## config.mk

```make
export PLATFORM = sky130hd
export DESIGN_NAME = sprite_rom_arbiter
export DESIGN_NICKNAME = d
export VERILOG_FILES = /design/src/rtl/sprite_rom_arbiter.sv
export SDC_FILE = /design/constraint.sdc
export NUM_CORES = 1
export LEC_CHECK = 0
export CAP_MARGIN = 20
export CORE_ASPECT_RATIO = 0.7
export CORE_MARGIN = 3
export CORE_UTILIZATION = 31
export CTS_CLUSTER_DIAMETER = 60
export DETAILED_ROUTE_END_ITERATION = 8
export PLACE_DENSITY = 0.78
export SETUP_SLACK_MARGIN = 0.1
export SYNTH_ARGS = -nofsm -noshare
export SYNTH_HDL_FRONTEND = slang
export SYNTH_SLANG_ARGS = --single-unit
```

## constraint.sdc

```tcl
create_clock -name clk -period 2 [get_ports clk]
set_input_delay 0.4 -clock clk [delete_from_list [all_inputs] [get_ports clk]]
set_output_delay 0.4 -clock clk [all_outputs]
set_load 0.02 [all_outputs]
```

## src/rtl/sprite_rom_arbiter.sv

```systemverilog
// rtl/sprite_rom_arbiter.sv - round-robin sprite ROM read arbiter with latency-tracked response routing
// Optional build macro: SPRITE_ARB_PRIO0_EN (requester 0 gets absolute priority).
module sprite_rom_arbiter #(
    parameter int N_REQ  = 4,
    parameter int ADDR_W = 13,
    parameter int DATA_W = 12,
    parameter int RD_LAT = 2
) (
    input  logic                    clk,
    input  logic                    rst_n,
    input  logic [N_REQ-1:0]        req,
    input  logic [N_REQ*ADDR_W-1:0] req_addr,
    output logic [N_REQ-1:0]        gnt,
    output logic [N_REQ-1:0]        rsp_valid,
    output logic [DATA_W-1:0]       rsp_data,
    output logic                    mem_en,
    output logic [ADDR_W-1:0]       mem_addr,
    input  logic [DATA_W-1:0]       mem_data,
    output logic                    busy
);
    localparam int IDX_W = $clog2(N_REQ);
    localparam logic [IDX_W-1:0] LAST_IDX = IDX_W'(N_REQ - 1);

    logic [IDX_W-1:0]  ptr_q, ptr_d;
    logic [ADDR_W-1:0] addr_q;
    logic              vld_q [RD_LAT];
    logic [IDX_W-1:0]  id_q  [RD_LAT];

    logic [N_REQ-1:0]  rr_req;
    logic [N_REQ-1:0]  masked;
    logic [IDX_W-1:0]  gnt_idx;
    logic              gnt_any;

    // Requests at or above ptr win first; otherwise wrap to the lowest asserted request.
    always_comb begin
        rr_req = req;
`ifdef SPRITE_ARB_PRIO0_EN
        rr_req[0] = 1'b0;
`endif
        masked  = rr_req & ~((N_REQ'(1) << ptr_q) - N_REQ'(1));
        gnt_any = |rr_req;
        gnt_idx = '0;
        for (int i = N_REQ - 1; i >= 0; i--) begin
            if (rr_req[i]) gnt_idx = IDX_W'(i);
        end
        if (|masked) begin
            for (int i = N_REQ - 1; i >= 0; i--) begin
                if (masked[i]) gnt_idx = IDX_W'(i);
            end
        end
`ifdef SPRITE_ARB_PRIO0_EN
        if (req[0]) begin
            gnt_any = 1'b1;
            gnt_idx = '0;
        end
`endif
        if (!rst_n) gnt_any = 1'b0;

        gnt = '0;
        if (gnt_any) gnt[gnt_idx] = 1'b1;
        mem_en   = gnt_any;
        mem_addr = gnt_any ? req_addr[int'(gnt_idx)*ADDR_W +: ADDR_W] : addr_q;

        ptr_d = ptr_q;
`ifdef SPRITE_ARB_PRIO0_EN
        if (gnt_any && gnt_idx != '0) begin
            ptr_d = (gnt_idx == LAST_IDX) ? IDX_W'(1) : gnt_idx + IDX_W'(1);
        end
`else
        if (gnt_any) begin
            ptr_d = (gnt_idx == LAST_IDX) ? '0 : gnt_idx + IDX_W'(1);
        end
`endif
    end

    always_ff @(posedge clk or negedge rst_n) begin
        if (!rst_n) begin
            ptr_q  <= '0;
            addr_q <= '0;
            for (int s = 0; s < RD_LAT; s++) begin
                vld_q[s] <= 1'b0;
                id_q[s]  <= '0;
            end
        end else begin
            ptr_q    <= ptr_d;
            addr_q   <= mem_addr;
            vld_q[0] <= gnt_any;
            id_q[0]  <= gnt_idx;
            for (int s = 1; s < RD_LAT; s++) begin
                vld_q[s] <= vld_q[s-1];
                id_q[s]  <= id_q[s-1];
            end
        end
    end

    always_comb begin
        rsp_valid = '0;
        if (vld_q[RD_LAT-1]) rsp_valid[id_q[RD_LAT-1]] = 1'b1;
        busy = 1'b0;
        for (int s = 0; s < RD_LAT; s++) busy = busy | vld_q[s];
    end

    assign rsp_data = mem_data;

endmodule

```

## Word level (Yosys, flattened, before mapping)

Index checks and enable logic that the tools add are counted.

| cells by class | value |
|---|---|
| add/sub/neg operators | 2 |
| $mul | 1 |
| $lt $le $gt $ge | 4 |
| equality and inequality tests | 1 |
| shift operators | 2 |
| muxes and demuxes | 18 |
| bitwise gates (word level) | 3 |
| reductions and logical operators | 4 |

Operator list:

| cell | number |
|---|---|
| 52-bit by 7-bit variable part select with 13-bit output | 1 |
| 2-bit two-way mux | 10 |
| 13-bit two-way mux | 1 |
| 4-bit two-way mux | 2 |
| 4-bit OR reduction | 2 |
| 2-bit by 3-bit < comparator with 1-bit output, second input constant | 2 |
| 2-bit by 4-bit multiplier with 6-bit output, second input constant | 1 |
| 4-bit AND | 1 |
| 1-bit demux with 2-bit select | 2 |
| 2-bit by 1-bit greater-or-equal comparator with 1-bit output, second input constant | 2 |
| 4-bit NOT | 1 |
| 1-bit by 2-bit << shifter with 4-bit output, first input constant | 1 |
| 4-bit by 1-bit subtractor with 4-bit output, second input constant | 1 |
| 1-bit two-way mux | 3 |
| 2-bit by 1-bit adder with 2-bit output, second input constant | 1 |
| 2-bit == test, second input constant | 1 |
| 1-bit logical AND | 2 |
| 1-bit OR | 1 |

| word-level totals | value |
|---|---|
| bits in registers | 21 |
| bits of input ports | 70 |
| word-level logic and storage cells | 41 |

## Depth between registers and ports, before layout

| logic depth | value |
|---|---|
| depth in word-level cells | 14 |
| mapped depth | 7 |
| mapped depth without buffers | 6 |

## Worst setup path after synthesis

OpenSTA, ideal clock, no wires.

| timing | value |
|---|---|
| path kind | input-to-output |
| from | input port req[0] |
| to | output port mem_addr[10] |
| arrival | 1.696 ns |
| data required time | 1.600 ns |
| path slack | -0.096 ns |
| stages on the path | 5 |
| path buffers | 2 |
| path through | o41a_1 > buf_2 > nand2b_1 > clkbuf_1 > o221a_1 |

| on the way | value |
|---|---|
| word-level cells in the longest chain between the ends | 9 |
| elaborated cells on any way between the ends | 13 |

Ends and longest elaborated chain:

| item | RTL line | source |
|---|---|---|
| start, declared | 11 | `input logic [N_REQ-1:0] req,` |
| 2-bit two-way mux | 44 | `if (rr_req[i]) gnt_idx = IDX_W'(i);` |
| 2-bit two-way mux (4 in a row) | 48 | `if (masked[i]) gnt_idx = IDX_W'(i);` |
| 2-bit two-way mux | 46 | `if (\|masked) begin` |
| 2-bit by 4-bit multiplier with 6-bit output | 62 | `mem_addr = gnt_any ? req_addr[int'(gnt_idx)*ADDR_W +: ADDR_W] : addr_q;` |
| 52-bit by 7-bit variable part select with 13-bit output | 62 |  |
| 13-bit two-way mux (*) | 62 |  |
| end, declared | 17 | `output logic [ADDR_W-1:0] mem_addr,` |

Every way passes the cells marked *; elsewhere a longest branch is shown, timed or not.

## Final worst setup path

| timing | value |
|---|---|
| from | register ptr_q[1] |
| to | output port mem_addr[8] |

| on the way | value |
|---|---|
| word-level cells in the longest chain between the ends | 12 |
| elaborated cells on any way between the ends | 13 |

Ends and longest elaborated chain:

| item | RTL line | source |
|---|---|---|
| start, declared | 24 | `logic [IDX_W-1:0] ptr_q, ptr_d;` |
| start signal, assigned | 85 | `ptr_q <= ptr_d;` |
| 1-bit by 2-bit << shifter with 4-bit output (*) | 40 | `masked = rr_req & ~((N_REQ'(1) << ptr_q) - N_REQ'(1));` |
| 4-bit by 1-bit subtractor with 4-bit output (*) | 40 |  |
| 4-bit NOT (*) | 40 |  |
| 4-bit AND (*) | 40 |  |
| 2-bit two-way mux (4 in a row) | 48 |  |
| 2-bit two-way mux (*) | 46 |  |
| 2-bit by 4-bit multiplier with 6-bit output (*) | 62 |  |
| 52-bit by 7-bit variable part select with 13-bit output (*) | 62 |  |
| 13-bit two-way mux (*) | 62 |  |

Marked as above.

==> summary.txt <==
Finish
  • Post-route cell area: 0.002730 sq mm
  • Final nets: 341
  • Ant diodes: 0
  • Register area: 526.8 sq um
  • Multi-input logic area: 890.9 sq um
  • Share of post-route cells with drive strength above 1: 35.34%
  • Final Core Density: 66.00%
  • # fillers: 342
  • Syn-to-layout area delta: 93.27%

Synthesis
  • Cell Area, Synth: 0.001413 sq mm
  • FF+latch count, synth: 21
  • Yosys warnings: 0
  • Post-synthesis sequential area ratio: 37.20%
  • Top cells by area, synth: dfrtp_1 37%, nand2_1 18%, o221a_2 7.2%
  • Netlist cell types: 32
  • Area fraction of the dominant cell type after synthesis: 37.20%
  • Synth area leader: dfrtp_1
  • Syn Nets: 240
  • Synth Instances: 166
  • Syn avg cell area: 8.510 sq um

Global routing
  • Initial antenna violation count: 0
  • Vias in the first global route: 1500
  • Global Route Usage Sum: 17.19%
  • First-pass GRT wire length: 7334 um
  • Grt ovf: 0
  • Largest net degree at the start of global routing: 22

Routing
  • DRC Markers: 0
  • Via Count: 1588
  • Wire length on met1: 2170 um
  • WL met2: 2165 um
  • Pre-antenna DRT Iters: 4
  • Vias/cell: 4.994
  • DRT iter0 DRCs: 28
  • Met3 WL: 451 um
  • Routed wire length: 4809 um
  • Uppermost routed layer: met4
  • Antenna-violating nets left: 0
  • Routed WL per cell: 15.12 um

STA
  • Setup Skew: 0.004267 ns
  • Tmin final: 2.453 ns
  • Slew HR: 81.17%
  • Hold WS: 0.3392 ns
  • Final worst-path cycle share: 122.6%
  • Worst-Margin Slew: 0.2825 ns
  • Hold Violations, Final: 0
  • RSZ-0062 raised after global routing: true
  • Final setup vio count: 17
  • Setup ws final: -0.4525 ns
  • Fmax: 407.7 MHz
  • Slew Viols, Final: 0

Placed design
  • DP Area: 0.002437 sq mm
  • Routability Congestion: 0.8126
  • Port Buf Inserts: 80
  • Worst slack, placed: -1.085 ns
  • Post-DP HPWL: 3486 um

Die
  • Die width: 86.68 um
  • Core area: 0.004136 sq mm
  • Die height: 62.48 um
  • Row Count: 19
  • Die ar.: 0.005415 sq mm
  • I/O pin cnt: 105
  • Initial Utilization: 34.15%

Min path
  • Worst hold path type: in -> async

Power
  • Leakage power: 1.278 nW
  • Worst VDD drop: 0.0005953 V
  • Power Density: 1009 mW/mm^2

Clocking
  • CTS H-tree depth: 1
  • Clk sinks: 21
  • Skew-Pair Late Insertion Delay: 0.26 ns
  • Root Driver: clkbuf_8
  • Max Root-Sink Buffers: 2
  • CTS tree: built
  • Reg clk slew, reported paths: 0.08 ns
  • TritonCTS Buffers: 3

Flow run
  • Maxcap violations: 0

Status
  • Status: finished, violations left
  • Failing checks: setup timing

Worst setup path
  • CP Capture Type: output pin
  • Setup crit start: ptr_q[1]
  • Setup CP Type: reg -> out
  • Critical path fanouts, max: 5
  • R2R Path Start: ptr_q[1]
  • Startpoint Class: register
  • Crit path DAT: 2.05 ns
  • WP data required: 1.60 ns
## cell usage after synthesis (all sizes together)
cell type,n
and3,1
clkbuf,4
o21ai,1
or2,1
nand3b,1
buf,19
dfrtp,21
mux2,1
nor2,3
o22ai,1
mux2i,2
a21boi,1
a21o,1
and2,4
nor3b,1
nand4,13
and3b,1
a221oi,1
o41a,1
nand2b,1
o221a,13
inv,3
ha,4
nand2,66
a21oi,1
## worst max-delay path, stage by stage (launching register included)
cell and delay [ns]:
dfrtp_2 0.46, mux2i_4 0.21, a221oi_4 0.28, buf_4 0.17, buf_4 0.12, buf_6 0.11
nand2_1 0.05, nand4_1 0.10, o221a_4 0.19, buf_6 0.11
## logic make-up (layout without fill, tap and decap cells)
kind of cell | after synthesis | after routing | share of synthesized area [%]
multiplexers | 3 | 3 | 2.214
AO/OA/AOI/OAI | 20 | 20 | 14.44
buffers and inverters | 26 | 125 | 13.73
adder cells (fa/ha/maj) | 4 | 4 | 3.543
flip-flops | 21 | 21 | 37.20
AND/OR/NAND/NOR | 92 | 93 | 28.88
## final cells by class
type / instances / area share [%]
Sequential cell: 21 / 19.29
Tap cell: 52 / 2.383
Clock buffer: 3 / 1.512
Multi-Input combinational cell: 120 / 32.63
Clock inverter: 1 / 0.1833
Timing Repair Buffer: 118 / 43.40
Inverter: 3 / 0.5958
## final timing paths
kind                                to  slack, ns  cells after the start
setup / recovery           mem_addr[8]      -0.45                      9
min in group clk               id_q[1]       0.35                      0
hold reg to reg                id_q[1]       0.35                      0
max in group asynchronous     ptr_q[1]       1.42                      2
setup reg to reg            addr_q[11]       0.02                     10
hold / removal                 id_q[2]       0.34                      2
## layout by cell type, fill, tap and decap left out
cell type	n
inv_6	1
mux2i_4	1
a221oi_4	1
mux2_2	1
nor2_1	3
clkbuf_8	3
buf_6	20
buf_16	2
bufbuf_16	1
mux2i_1	1
a21boi_1	1
nand2_1	64
dlygate4sd2_1	3
and3_1	1
dfrtp_1	20
nand3b_1	1
and3b_1	1
clkinv_2	1
o41a_4	1
a21oi_1	1
buf_2	5
ha_4	1
ha_1	3
buf_4	29
buf_8	2
dfrtp_2	1
or2_2	1
nor3b_1	1
nand4_1	13
a21o_2	1
o22ai_1	1
o21ai_0	1
inv_1	2
and2_4	4
nand2_2	2
buf_12	1
clkdlybuf4s50_1	54
nand2b_4	2
dlymetal6s2s_1	1
o221a_4	13
## through the flow
stage	power (mW)	setup TNS (ns)	std cells
finish	2.756	-7.204	318
global route	2.918	-8.949	318
CTS	2.775	-7.724	318
detailed placement	2.180	-22.38	300
global placement	2.151	-20.60	300
floorplan	1.599	0	166
## repair_timing
| item | in CTS | in global routing |
|---|---|---|
| cloned | 5 | 0 |
| gates resized for setup | 149 | 3 |
| setup endpoints to repair | 34 | 25 |
| buffers inserted | 10 | 1 |
| hold buffers | 0 | 0 |
| pin swaps | 11 | 6 |
## where the power goes
| group | switching, mW | internal [mW] | total, mW |
|---|---|---|---|
| sequential | 0.0987 | 0.574 | 0.673 |
| clock | 0.145 | 0.139 | 0.284 |
| combinational | 0.770 | 1.03 | 1.80 |
| total | 1.01 | 1.74 | 2.76 |
## flip-flops by register name, summed over array words and instances (netlist names)
| register | count |
|---|---|
| vld_q | 2 |
| addr_q | 13 |
| id_q | 4 |
| ptr_q | 2 |
## metal layers
metal | track usage (%) | vias to the layer above
met4 | 2.335 | 0
met1 | 22.09 | 750
li1 | - | 772
met3 | 6.324 | 4
met5 | 0 | -
met2 | 28.15 | 62
(Power assumes the default switching activity.)
